`config.mk`:
```
export PLATFORM = sky130hd
export DESIGN_NAME = s1_unidade_controle
export DESIGN_NICKNAME = d
export VERILOG_FILES = /design/src/rtl/s1_unidade_controle.sv
export SDC_FILE = /design/constraint.sdc
export NUM_CORES = 1
export LEC_CHECK = 0
export CORE_AREA = 2 2 59 61
export DETAILED_ROUTE_END_ITERATION = 8
export DIE_AREA = 0 0 61 63
export PLACE_DENSITY = 0.58
export SYNTH_ARGS = -nofsm -noshare
export SYNTH_HDL_FRONTEND = slang
export SYNTH_SLANG_ARGS = --single-unit
```
`constraint.sdc`:
```
create_clock -name clock -period 2.5 [get_ports clock]
set_clock_uncertainty 0.1 [all_clocks]
set_input_delay 0.5 -clock clock [delete_from_list [all_inputs] [get_ports clock]]
set_output_delay 0.5 -clock clock [all_outputs]
set_load 0.1 [all_outputs]
```
`src/rtl/s1_unidade_controle.sv`:
```
// s1_unidade_controle: game-flow FSM for the note-memory game; Moore outputs
// decoded from the state register, plus the per-game memoria/nivel configuration.
module s1_unidade_controle (
    input  logic       clock,
    input  logic       reset,
    input  logic       iniciar,
    input  logic       cfg_memoria,
    input  logic       cfg_nivel,
    input  logic       fimL,
    input  logic       enderecoIgualLimite,
    input  logic       botoesIgualMemoria,
    input  logic       jogadafeita,
    input  logic       timeout,
    input  logic       muda_leds,
    output logic       zeraR,
    output logic       registraR,
    output logic       zeraL,
    output logic       contaL,
    output logic       zeraE,
    output logic       contaE,
    output logic       zeraT,
    output logic       contaT,
    output logic       zeraT2,
    output logic       contaT2,
    output logic       mostraJ,
    output logic       mostraB,
    output logic       zeraMemErro,
    output logic       regErro,
    output logic       zeraErro,
    output logic       contaErro,
    output logic       zeraPontos,
    output logic       regPontos,
    output logic       memoria,
    output logic       nivel,
    output logic       pronto,
    output logic       timeout_jogo,
    output logic [4:0] db_estado
);
    typedef enum logic [4:0] {
        INICIAL           = 5'd0,
        PREPARACAO        = 5'd1,
        INICIO_RODADA     = 5'd2,
        PREPARA_NOTA      = 5'd3,
        MOSTRA_NOTA       = 5'd4,
        PREPARA_INTERVALO = 5'd5,
        INTERVALO         = 5'd6,
        AVALIA_NOTA       = 5'd7,
        PREPARA_JOGADA    = 5'd8,
        ESPERA_JOGADA     = 5'd9,
        REGISTRA          = 5'd10,
        COMPARA           = 5'd11,
        GRAVA_ERRO        = 5'd12,
        PROXIMA_JOGADA    = 5'd13,
        ERRO              = 5'd14,
        INCREMENTA_NOTA   = 5'd15,
        INICIO_PONTUACAO  = 5'd16,
        FIM_TIMEOUT       = 5'd17,
        PROXIMA_RODADA    = 5'd18,
        PONTUA_LE         = 5'd19,
        PONTUA_REG        = 5'd20,
        FIM_JOGO          = 5'd21,
        PONTUA_AVANCA     = 5'd22
    } estado_t;

    estado_t estado_q, estado_d;
    logic    memoria_q, nivel_q;

    always_comb begin
        estado_d = estado_q;
        case (estado_q)
            INICIAL:           estado_d = iniciar ? PREPARACAO : INICIAL;
            PREPARACAO:        estado_d = INICIO_RODADA;
            INICIO_RODADA:     estado_d = PREPARA_NOTA;
            PREPARA_NOTA:      estado_d = MOSTRA_NOTA;
            MOSTRA_NOTA:       estado_d = muda_leds ? PREPARA_INTERVALO : MOSTRA_NOTA;
            PREPARA_INTERVALO: estado_d = INTERVALO;
            INTERVALO:         estado_d = muda_leds ? AVALIA_NOTA : INTERVALO;
            AVALIA_NOTA:       estado_d = enderecoIgualLimite ? PREPARA_JOGADA : INCREMENTA_NOTA;
            INCREMENTA_NOTA:   estado_d = PREPARA_NOTA;
            PREPARA_JOGADA:    estado_d = ESPERA_JOGADA;
            // a play in the same cycle as the timeout still counts
            ESPERA_JOGADA:     estado_d = jogadafeita ? REGISTRA : (timeout ? FIM_TIMEOUT : ESPERA_JOGADA);
            REGISTRA:          estado_d = COMPARA;
            COMPARA:           estado_d = !botoesIgualMemoria ? ERRO :
                                          (enderecoIgualLimite ? GRAVA_ERRO : PROXIMA_JOGADA);
            PROXIMA_JOGADA:    estado_d = ESPERA_JOGADA;
            ERRO:              estado_d = ESPERA_JOGADA;
            GRAVA_ERRO:        estado_d = fimL ? INICIO_PONTUACAO : PROXIMA_RODADA;
            PROXIMA_RODADA:    estado_d = INICIO_RODADA;
            INICIO_PONTUACAO:  estado_d = PONTUA_LE;
            PONTUA_LE:         estado_d = PONTUA_REG;
            PONTUA_REG:        estado_d = fimL ? FIM_JOGO : PONTUA_AVANCA;
            PONTUA_AVANCA:     estado_d = PONTUA_LE;
            FIM_JOGO:          estado_d = iniciar ? PREPARACAO : FIM_JOGO;
            FIM_TIMEOUT:       estado_d = iniciar ? PREPARACAO : FIM_TIMEOUT;
            default:           estado_d = INICIAL;
        endcase
    end

    always_ff @(posedge clock or negedge reset) begin
        if (!reset) begin
            estado_q  <= INICIAL;
            memoria_q <= 1'b0;
            nivel_q   <= 1'b0;
        end else begin
            estado_q <= estado_d;
            if (estado_q == PREPARACAO) begin
                memoria_q <= cfg_memoria;
                nivel_q   <= cfg_nivel;
            end
        end
    end

    assign zeraR        = estado_q inside {PREPARACAO, PREPARA_JOGADA};
    assign registraR    = estado_q == REGISTRA;
    assign zeraL        = estado_q inside {PREPARACAO, INICIO_PONTUACAO};
    assign contaL       = estado_q inside {PROXIMA_RODADA, PONTUA_AVANCA};
    assign zeraE        = estado_q inside {PREPARACAO, INICIO_RODADA, PREPARA_JOGADA};
    assign contaE       = estado_q inside {INCREMENTA_NOTA, PROXIMA_JOGADA};
    assign zeraT        = estado_q inside {PREPARACAO, PREPARA_JOGADA, PROXIMA_JOGADA, ERRO};
    assign contaT       = estado_q == ESPERA_JOGADA;
    assign zeraT2       = estado_q inside {PREPARACAO, PREPARA_NOTA, PREPARA_INTERVALO};
    assign contaT2      = estado_q inside {MOSTRA_NOTA, INTERVALO};
    assign mostraJ      = estado_q == MOSTRA_NOTA;
    assign mostraB      = estado_q inside {ESPERA_JOGADA, REGISTRA};
    assign zeraMemErro  = estado_q == PREPARACAO;
    assign regErro      = estado_q == GRAVA_ERRO;
    assign zeraErro     = estado_q inside {PREPARACAO, INICIO_RODADA};
    assign contaErro    = estado_q == ERRO;
    assign zeraPontos   = estado_q == PREPARACAO;
    assign regPontos    = estado_q == PONTUA_REG;
    assign pronto       = estado_q inside {FIM_JOGO, FIM_TIMEOUT};
    assign timeout_jogo = estado_q == FIM_TIMEOUT;
    assign memoria      = memoria_q;
    assign nivel        = nivel_q;
    assign db_estado    = estado_q;
endmodule

```
==> results.py, run 1 <==
metrics = {
    "logic_synthesis": {
        "syn_area_per_cell_sq_um": 7.24,
        "ys_seq_area_share_pct": 22.4,
        "synth_fa_ha_area_share_pct": 0,
        "yosysWarnings": 0,
        "synth_area_sq_um": 782,
        "yosys.cell_types.count": 37,
        "synthMuxAreaShare_pct": 4.16,
        "synthTopCellsByArea": "dfrtp_1 22%, nand2b_1 6.4%, a21oi_1 5.8%",
        "yosys.area_share.xor_xnor_pct": 3.36,
        "synth-seq-cells": 7,
        "synth_nets": 119,
        "synthSimpleGateAreaFrac_pct": 35.0,
        "netlist.area_leader.share_pct": 22.4,
        "synth_top_family_by_area": "simple AND/OR/NAND/NOR gates",
        "syn_inst": 108,
        "synth_compound_area_share_pct": 24.5,
        "yosysTopAreaCell": "dfrtp_1",
    },
    "global_route": {
        "grt_use_total_pct": 14.5,
        "grt_max_degree": 30,
        "grt_pass1_wl_mm": 4.42,
        "grt_pass1_vias": 906,
        "antenna_found_initial": 0,
        "overflow": 0,
    },
    "clocking": {
        "clock_latency_ns": 0.25,
        "h-tree-depth": 1,
        "cts.clk_slew.worst_paths_ns": 0.06,
        "cts_resized": 0,
        "cts.sinks": 7,
        "cts_max_path_buffers": 2,
        "postCtsSetupBuffers": 0,
        "cts_tree": "done",
        "hold_buffers": 0,
        "root_buffer": "clkbuf_4",
        "numCtsBuffers": 3,
    },
    "cells_and_area": {
        "fin_nets": 149,
        "num_antenna_cells": 0,
        "layout_common_cells": "20 x buf_12, 10 x clkdlybuf4s50_1, 9 x a21oi_1",
        "final_area_sq_mm": 0.00156,
        "drive_above_1_share_pct": 43.1,
        "layout_commonest_cell": "buf_12",
        "area_delta_synth_final_pct": 99.8,
    },
    "floorplan": {
        "coreArea_sq_mm": 0.00323,
        "initial_core_util_pct": 24.2,
        "design.die.area_sq_mm": 0.00384,
        "die_y_um": 63,
        "placementRows": 21,
        "pin_count": 38,
        "dieWidth_um": 61,
    },
    "setup_path": {
        "cp_slowest_stage_delay_ns": 0.65,
        "worstPathMaxFanout": 27,
        "required_ns": 1.90,
        "critPathSlowestCell": "dfrtp_4",
        "crit_type": "reg -> out",
        "start_kind": "register",
        "worstPathBufferInverterCount": 1,
        "cp_data_arrival_time_ns": 1.78,
        "crit_chain": "nand2b_2, nor2_1, a21oi_1, nor2_4, buf_12",
        "cp-end-kind": "output port",
        "crit_family": "flip-flops",
    },
    "sta": {
        "finalSetupViolations": 0,
        "slew_viol_final": 0,
        "tightest_slew_ns": 0.688,
        "max_freq_ghz": 0.419,
        "rsz0062_at_grt": "false",
        "finalCritPeriodShare_pct": 95.4,
        "slew_headroom_pct": 53.0,
        "hold_violations": 0,
        "period_minus_slack_ns": 2.38,
    },
    "detailed_routing": {
        "routed_wl_mm": 2.56,
        "num_vias": 925,
        "post_drt_wl_per_cell_um": 14.0,
        "detail-route-antenna-nets": 0,
        "vias_per_cell": 5.05,
        "dr.first_iter.drc_count": 26,
        "first_pass_iters": 4,
        "route.detailed.drc": 0,
    },
    "placed_design": {
        "routabilityCongestion": 0.788,
        "placed_area_sq_mm": 0.00154,
        "hpwl_mm": 1.82,
        "portBuffers": 37,
    },
    "outcome": {
        "status": "completed",
    },
    "hold_path": {
        "hp-class": "in -> async",
    },
    "job": {
        "max_cap_violations": 0,
    },
}
cells by family (layout without fill, tap and decap cells):
family	Yosys count	in the layout
AND/OR/NAND/NOR	52	52
AO/OA/AOI/OAI	28	28
buffers and inverters	15	44
flip-flops	7	7
XOR/XNOR	3	3
multiplexers	3	3
per-stage QoR:
stage	std cells	worst slack [ns]	util (%)	TNS [ns]	hold WS, ns
6_report	183	0.115	48.4	0	0.405
5_1_grt	183	0.0168	48.4	0	0.429
2_1_floorplan	108	-0.241	-	-0.773	0.104
3_5_place_dp	179	0.380	47.5	0	0.398
3_3_place_gp	179	0.396	47.5	0	0.390
4_1_cts	183	0.106	48.4	0	0.409
per-layer routing:
metal / global-route usage [%] / vias to the layer above / wire length [um]
met5: 0 / - / 0
met4: 2.45 / 0 / 4
met3: 2.90 / 2 / 180
li1: - / 456 / -
met2: 20.7 / 34 / 1190
met1: 22.6 / 433 / 1180
synth_stat cells, drive strengths merged:
library cell,n
or3b,1
mux2i,1
nor3,9
a211oi,2
nand2,7
o21ai,3
buf,11
a2111oi,3
clkbuf,1
mux2,2
nor2b,1
or3,1
nand3b,3
nor4,2
o21bai,1
and3,1
xor2,1
a41oi,1
nor2,12
nand3,4
nand2b,8
a311oi,2
nand4,1
nor3b,1
o211a,1
inv,3
xnor2,2
o221ai,1
a2bb2oi,1
a31oi,2
or2,1
o31ai,1
a21oi,9
o311ai,1
dfrtp,7
sequential cells by signal, indices dropped and copies added, names as in the netlist:
name / flops
nivel: 1
memoria: 1
db_estado: 5
worst paths after layout:
check | startpoint | end | slack, ns | cells after the start
worst max-delay path | db_estado[0] | zeraT | 0.12 | 5
worst min-delay path | reset | db_estado[3] | 0.41 | 1
worst max register to register | db_estado[4] | db_estado[1] | 0.48 | 4
worst min register to register | nivel | nivel | 0.41 | 1
max in group asynchronous | reset | db_estado[2] | 1.61 | 1
min in group clock | nivel | nivel | 0.41 | 1
final cells by class:
| class | count | area (sq um) |
|---|---|---|
| clock buffers | 4 | 26.3 |
| fillers | 308 | 1670 |
| inverters | 3 | 11.3 |
| multi-input cells | 86 | 721 |
| flip-flops and latches | 7 | 194 |
| well taps | 46 | 57.6 |
| repair buffers | 37 | 553 |
Power of run 1 is left out: the tool's default activity adds up to more than one toggle a clock period on the data nets, which glitch-free logic cannot reach.
==> inputs of run 2 (changes only) <==
ABC_CLOCK_PERIOD_IN_PS = 2500   (was unset)
==> results of run 2 <==
The final DEF is identical to that of run 1; final timing and power are the same.
Power of run 2 is left out for the same reason.
